File: src/rtl/bnn_sample_driver_if.sv
// bnn_sample_driver_if: sample, core and result signals of the BNN sample driver.
interface bnn_sample_driver_if #(
    parameter int FEAT_CNT  = 19,
    parameter int FEAT_BITS = 4,
    parameter int CLASS_CNT = 3,
    parameter int TAG_BITS  = 8
);
    localparam int PRED_BITS = $clog2(CLASS_CNT);
    logic                          in_valid;
    logic                          in_ready;
    logic [FEAT_BITS*FEAT_CNT-1:0] in_sample;
    logic [FEAT_BITS*FEAT_CNT-1:0] core_features;
    logic                          core_rst;
    logic [PRED_BITS-1:0]          core_prediction;
    logic                          out_valid;
    logic                          out_ready;
    logic [PRED_BITS-1:0]          out_class;
    logic                          out_err;
    logic [TAG_BITS-1:0]           out_tag;
    logic [31:0]                   stat_done;
    logic [31:0]                   stat_stall;
    modport master (
        input  in_valid, in_sample, core_prediction, out_ready,
        output in_ready, core_features, core_rst, out_valid, out_class, out_err, out_tag,
               stat_done, stat_stall
    );
    modport slave (
        output in_valid, in_sample, core_prediction, out_ready,
        input  in_ready, core_features, core_rst, out_valid, out_class, out_err, out_tag,
               stat_done, stat_stall
    );
endinterface

File: src/rtl/bnn_sample_driver.sv
// bnn_sample_driver: feeds one sample to a bit-serial BNN core, times its run, returns the class.
// Optional BNN_DRV_STATS_EN adds result/stall counters; otherwise the stat outputs are tied to 0.
module bnn_sample_driver #(
    parameter int FEAT_CNT   = 19,
    parameter int FEAT_BITS  = 4,
    parameter int HIDDEN_CNT = 40,
    parameter int CLASS_CNT  = 3,
    parameter int LATENCY    = FEAT_CNT + HIDDEN_CNT,
    parameter int TAG_BITS   = 8
) (
    input logic clk,
    input logic rst,
    bnn_sample_driver_if.master bus
);
    localparam int PRED_BITS = $clog2(CLASS_CNT);
    localparam int CNT_BITS  = $clog2(LATENCY + 1);
    localparam logic [CNT_BITS-1:0] LAST = CNT_BITS'(LATENCY - 1);
    typedef enum logic [1:0] {IDLE, LOAD, RUN, DONE} state_t;
    state_t                        r_state;
    logic [CNT_BITS-1:0]           r_cnt;
    logic [TAG_BITS-1:0]           r_seq;
    logic [TAG_BITS-1:0]           r_tag;
    logic [FEAT_BITS*FEAT_CNT-1:0] r_feat;
    logic [PRED_BITS-1:0]          r_class;
    logic                          r_err;
    logic                          r_in_ready;
    logic                          r_core_rst;
    logic                          r_out_valid;
    logic                          w_err;
    logic [PRED_BITS-1:0]          w_class;
    // Classes are reported in reverse order of the core's encoding; out-of-range codes flag an error.
    assign w_err   = 32'(bus.core_prediction) >= CLASS_CNT;
    assign w_class = w_err ? '0 : PRED_BITS'(CLASS_CNT - 1) - bus.core_prediction;
    always_ff @(posedge clk or posedge rst)
        if (rst) begin
            r_state     <= IDLE;
            r_cnt       <= '0;
            r_seq       <= '0;
            r_tag       <= '0;
            r_feat      <= '0;
            r_class     <= '0;
            r_err       <= 1'b0;
            r_in_ready  <= 1'b1;
            r_core_rst  <= 1'b1;
            r_out_valid <= 1'b0;
        end else begin
            case (r_state)
                IDLE: if (bus.in_valid) begin
                    r_feat     <= bus.in_sample;
                    r_in_ready <= 1'b0;
                    r_state    <= LOAD;
                end
                LOAD: begin
                    r_cnt      <= '0;
                    r_core_rst <= 1'b0;
                    r_state    <= RUN;
                end
                RUN: if (r_cnt == LAST) begin
                    r_class     <= w_class;
                    r_err       <= w_err;
                    r_tag       <= r_seq;
                    r_core_rst  <= 1'b1;
                    r_out_valid <= 1'b1;
                    r_state     <= DONE;
                end else begin
                    r_cnt <= r_cnt + 1'b1;
                end
                DONE: if (bus.out_ready) begin
                    r_seq       <= r_seq + 1'b1;
                    r_out_valid <= 1'b0;
                    r_in_ready  <= 1'b1;
                    r_state     <= IDLE;
                end
                default: r_state <= IDLE;
            endcase
        end
    assign bus.in_ready      = r_in_ready;
    assign bus.core_features = r_feat;
    assign bus.core_rst      = r_core_rst;
    assign bus.out_valid     = r_out_valid;
    assign bus.out_class     = r_class;
    assign bus.out_err       = r_err;
    assign bus.out_tag       = r_tag;
`ifdef BNN_DRV_STATS_EN
    logic [31:0] r_stat_done;
    logic [31:0] r_stat_stall;
    always_ff @(posedge clk or posedge rst)
        if (rst) begin
            r_stat_done  <= '0;
            r_stat_stall <= '0;
        end else if (r_state == DONE) begin
            if (bus.out_ready) r_stat_done <= r_stat_done + 1'b1;
            else r_stat_stall <= r_stat_stall + 1'b1;
        end
    assign bus.stat_done  = r_stat_done;
    assign bus.stat_stall = r_stat_stall;
`else
    assign bus.stat_done  = '0;
    assign bus.stat_stall = '0;
`endif
endmodule

File: src/flat_wrapper.sv
// flat-port wrapper written by rule: the top's interface ports become plain ports
module bnn_sample_driver_flat 
#(
    parameter int FEAT_CNT   = 19,
    parameter int FEAT_BITS  = 4,
    parameter int HIDDEN_CNT = 40,
    parameter int CLASS_CNT  = 3,
    parameter int LATENCY    = FEAT_CNT + HIDDEN_CNT,
    parameter int TAG_BITS   = 8
)
  (clk, rst, bus_in_valid, bus_in_sample, bus_core_prediction, bus_out_ready, bus_in_ready, bus_core_features, bus_core_rst, bus_out_valid, bus_out_class, bus_out_err, bus_out_tag, bus_stat_done, bus_stat_stall);
  bnn_sample_driver_if #(.FEAT_CNT(FEAT_CNT), .FEAT_BITS(FEAT_BITS), .CLASS_CNT(CLASS_CNT), .TAG_BITS(TAG_BITS)) bus_i ();
  input logic clk;
  input logic rst;
  input wire logic [$bits(bus_i.in_valid)-1:0] bus_in_valid;
  input wire logic [$bits(bus_i.in_sample)-1:0] bus_in_sample;
  input wire logic [$bits(bus_i.core_prediction)-1:0] bus_core_prediction;
  input wire logic [$bits(bus_i.out_ready)-1:0] bus_out_ready;
  output wire logic [$bits(bus_i.in_ready)-1:0] bus_in_ready;
  output wire logic [$bits(bus_i.core_features)-1:0] bus_core_features;
  output wire logic [$bits(bus_i.core_rst)-1:0] bus_core_rst;
  output wire logic [$bits(bus_i.out_valid)-1:0] bus_out_valid;
  output wire logic [$bits(bus_i.out_class)-1:0] bus_out_class;
  output wire logic [$bits(bus_i.out_err)-1:0] bus_out_err;
  output wire logic [$bits(bus_i.out_tag)-1:0] bus_out_tag;
  output wire logic [$bits(bus_i.stat_done)-1:0] bus_stat_done;
  output wire logic [$bits(bus_i.stat_stall)-1:0] bus_stat_stall;
  assign bus_i.in_valid = bus_in_valid;
  assign bus_i.in_sample = bus_in_sample;
  assign bus_i.core_prediction = bus_core_prediction;
  assign bus_i.out_ready = bus_out_ready;
  assign bus_in_ready = bus_i.in_ready;
  assign bus_core_features = bus_i.core_features;
  assign bus_core_rst = bus_i.core_rst;
  assign bus_out_valid = bus_i.out_valid;
  assign bus_out_class = bus_i.out_class;
  assign bus_out_err = bus_i.out_err;
  assign bus_out_tag = bus_i.out_tag;
  assign bus_stat_done = bus_i.stat_done;
  assign bus_stat_stall = bus_i.stat_stall;
  bnn_sample_driver #(.FEAT_CNT(FEAT_CNT), .FEAT_BITS(FEAT_BITS), .HIDDEN_CNT(HIDDEN_CNT), .CLASS_CNT(CLASS_CNT), .LATENCY(LATENCY), .TAG_BITS(TAG_BITS)) u_core (.clk(clk), .rst(rst), .bus(bus_i));
endmodule
File: config.mk
export PLATFORM = sky130hd
export DESIGN_NAME = bnn_sample_driver_flat
export DESIGN_NICKNAME = d
export VERILOG_FILES = /design/src/rtl/bnn_sample_driver_if.sv /design/src/rtl/bnn_sample_driver.sv /design/src/flat_wrapper.sv
export SDC_FILE = /design/constraint.sdc
export NUM_CORES = 1
export LEC_CHECK = 0
export ABC_AREA = 1
export CORE_UTILIZATION = 45
export DETAILED_ROUTE_END_ITERATION = 8
export HOLD_SLACK_MARGIN = 0.03
export PLACE_DENSITY = 0.87
export REMOVE_ABC_BUFFERS = 1
export SYNTH_ARGS = -nofsm -noshare
export SYNTH_HDL_FRONTEND = slang
export SYNTH_SLANG_ARGS = --single-unit
File: constraint.sdc
create_clock -name clk -period 5.7 [get_ports clk]
set_clock_uncertainty 0.1 [all_clocks]
set_input_delay 0.57 -clock clk [delete_from_list [all_inputs] [get_ports clk]]
set_output_delay 0.57 -clock clk [all_outputs]
set_load 0.02 [all_outputs]
==> out/qor.csv <==
stage,metric,value,unit
timing,tns,0,ps
timing,min_period,2368,ps
critical_path,crit_path_start_kind,register,
placement,gp_congestion,0.7987,
pwr,ir_worst_vdd,303.3,uV
grt,grt_use_total,18.16,%
route,firstDrtPassIters,4,
route,ant_nets,0,
grt,grt_pass1_wl,15990,um
critical_path,worstPathCellList,inv_1 > ha_1 > nand2_4 > mux2_2,
timing,rsz0062_at_grt,false,
clock_tree,cts.htree.levels,3,
placement,place_inst,713,
timing,tightest_slew,1233,ps
finish,area_growth,35.01,%
floorplan,die-area,11580,um^2
logic_synthesis,synth_area_leaders,"dfrtp_1 52%, mux2_4 12%, buf_4 9.7%",
logic_synthesis,yosysSeqAreaShare,52.92,%
finish,drive_gt1_share,18.51,%
clock_tree,cts_hold_buf,0,
critical_path,criticalPathCategory,reg -> reg,
floorplan,num_rows,38,
clock_tree,cts_sinks,106,
critical_path,cpMaxStageDelayCell,nand2_4,
floorplan,die_w,107.6,um
critical_path,end_kind,register,
grt,overflow,0,
timing,slew_viol_final,0,
timing,setup_viol,0,
logic_synthesis,synth_area,5017,um^2
finish,nets,674,
logic_synthesis,netlist.area_leader.share,51.87,%
finish,nFillCells,854,
finish,n_antenna_cell,0,
critical_path,crit_path_max_incr_delay,820,ps
critical_path,cp_max_fo,76,
floorplan,initial_core_util,46.28,%
timing,fin_crit_sh,41.54,%
placement,dp_hpwl,7405,um
clock_tree,clk_path_buf_depth,2,
clock_tree,cts_root_buffer,clkbuf_8,
timing,hold_viol,0,
status,outcome,completed,
grt,antenna_found_initial,0,
pwr,pwr_density_cell,516.9,nW/um^2
finish,finalNonFillerCells,729,
clock_tree,cts_made_buffers,9,
logic_synthesis,syn_avg_cell_area,12.12,um^2
route,vias,3270,
logic_synthesis,synth-main-ff-cell,dfrtp_1,
floorplan,core-area,10840,um^2
placement,postPlaceCellArea,6579,um^2
clock_tree,clkLatencyLatePin,380,ps
timing,fmax,422.4,MHz
timing,slew_headroom,17.81,%
logic_synthesis,ys_ff_latch,106,
clock_tree,clkTransAtPathRegs,90,ps
floorplan,ios,236,
grt,grt_max_degree,77,
pwr,power.leakage,3.231,nW
logic_synthesis,synth_cells,414,
route,drt-total-wl,10050,um
logic_synthesis,synth_async_sr_flop_share,100.0,%
logic_synthesis,synth.most_common_cell,dfrtp_1,
worst_hold_path,hold_class,reg -> reg,
route,wl_per_cell,13.78,um
logic_synthesis,synth_edf_count,0,
clock_tree,cts_setup_buffers,0,
route,drc_errors,0,
logic_synthesis,yosys-top-cells-count,"104 x dfrtp_1, 65 x buf_4, 63 x nand2_1",
placement,io_buffers,171,
grt,first_global_vias,3275,
finish,fin_area,6774,um^2
route,drt-initial-drc-count,157,
run,cap_violations,0,
critical_path,required,5860,ps
timing,whs,383.5,ps
floorplan,die_h,107.6,um
clock_tree,ctsResizeCount,0,
logic_synthesis,yosysUniqueCellTypes,25,
critical_path,reg2reg_slack,3330,ps
route,avgViaCountPerCell,4.486,
critical_path,cp.arrival,2530,ps
clock_tree,cts_tree,yes,
logic_synthesis,ys_warn_count,0,
logic_synthesis,synth_top_cell_by_area,dfrtp_1,
critical path, delay by kind of cell, from the launching register on:
kind          cells  cell delay, ps
buf+inv           1             100
mux               1             420
fa+ha+maj         1             270
simple gates      1             820
flops             1             410
logic make-up after synthesis:
logic type	share of synthesized area [%]
xor+xnor	0.5238
compound gates	2.868
simple gates	7.781
other cells	0.07474
buf+inv	13.79
fa+ha+maj	1.995
flops	52.92
mux	20.05
placed cells by master, fill, tap and decap left out:
cell	netlist	routed
a22oi_2	1	1
buf_4	65	1
bufinv_16	0	1
clkbuf_1	1	1
clkbuf_8	0	10
clkdlybuf4s50_1	0	171
clkinv_2	0	3
clkinv_4	0	1
conb_1	1	64
dfrtp_1	104	104
dfstp_2	2	2
ha_1	8	8
inv_1	30	29
inv_4	0	1
mux2_2	36	36
mux2_4	40	40
nand2_1	63	62
nand2_2	1	1
nand2_4	0	1
nand3_1	10	10
nand3_2	1	1
nand4_1	4	4
nor2_1	12	12
nor3_1	1	1
o21ai_0	9	9
o21ai_2	9	9
o21bai_1	1	1
or2_0	1	1
or2_2	1	1
xor2_1	3	3
path summary, 6_finish.rpt:
| check | start | end | cells past startpoint |
|---|---|---|---|
| max reg2reg | u_core.r_state[0] | u_core.bus.core_features[35] | 4 |
| min reg2reg | u_core.bus.core_rst | u_core.bus.core_rst | 2 |
| max in group asynchronous | rst | u_core.bus.core_features[7] | 3 |
| min | u_core.bus.core_rst | u_core.bus.core_rst | 2 |
| min in group asynchronous | rst | u_core.bus.out_tag[1] | 2 |
| max | u_core.r_state[0] | u_core.bus.core_features[35] | 4 |
per-layer routing:
| layer | share of wire (%) | vias up | track usage [%] |
|---|---|---|---|
| met4 | 2.2 | 0 | 9.002 |
| met3 | 7.3 | 18 | 5.630 |
| li1 | - | 1549 | - |
| met1 | 38 | 1561 | 21.17 |
| met2 | 52 | 142 | 30.17 |
| met5 | 0 | - | 0 |
area by class of cell:
cell class	instances	area (um^2)	share of cell area, %
tap	140	175.2	2.586
timing repair buffer	172	1719	25.38
sequential	106	2655	39.19
multi-input combinational	265	1914	28.26
clock inverter	5	53.80	0.7942
clock buffer	11	141.4	2.087
inverter	30	115.1	1.699
flip-flops by register name, summed over array words and instances, names as in the netlist, 2 cells and up:
signal                    count
u_core.bus.core_features     76
u_core.r_seq                  8
u_core.r_cnt                  6
u_core.bus.out_tag            8
u_core.bus.out_class          2
u_core.r_state                2
stage by stage:
stage          util [%]  worst slack (ps)  power [W]
2_1_floorplan         -              2206   0.002320
3_3_place_gp      60.69              3098   0.003006
3_5_place_dp      60.69              3072   0.003061
4_1_cts           62.49              3342   0.003538
5_1_grt           62.49              3180   0.003707
6_report          62.49              3332   0.003501
power by group:
| group | leakage [nW] | internal [W] | switching [W] |
|---|---|---|---|
| Clock | 0.103 | 0.000214 | 0.000248 |
| Sequential | 1.27 | 0.00107 | 0.000190 |
| Combinational | 1.86 | 0.000959 | 0.000822 |
Power figures use the tool's default switching activity.
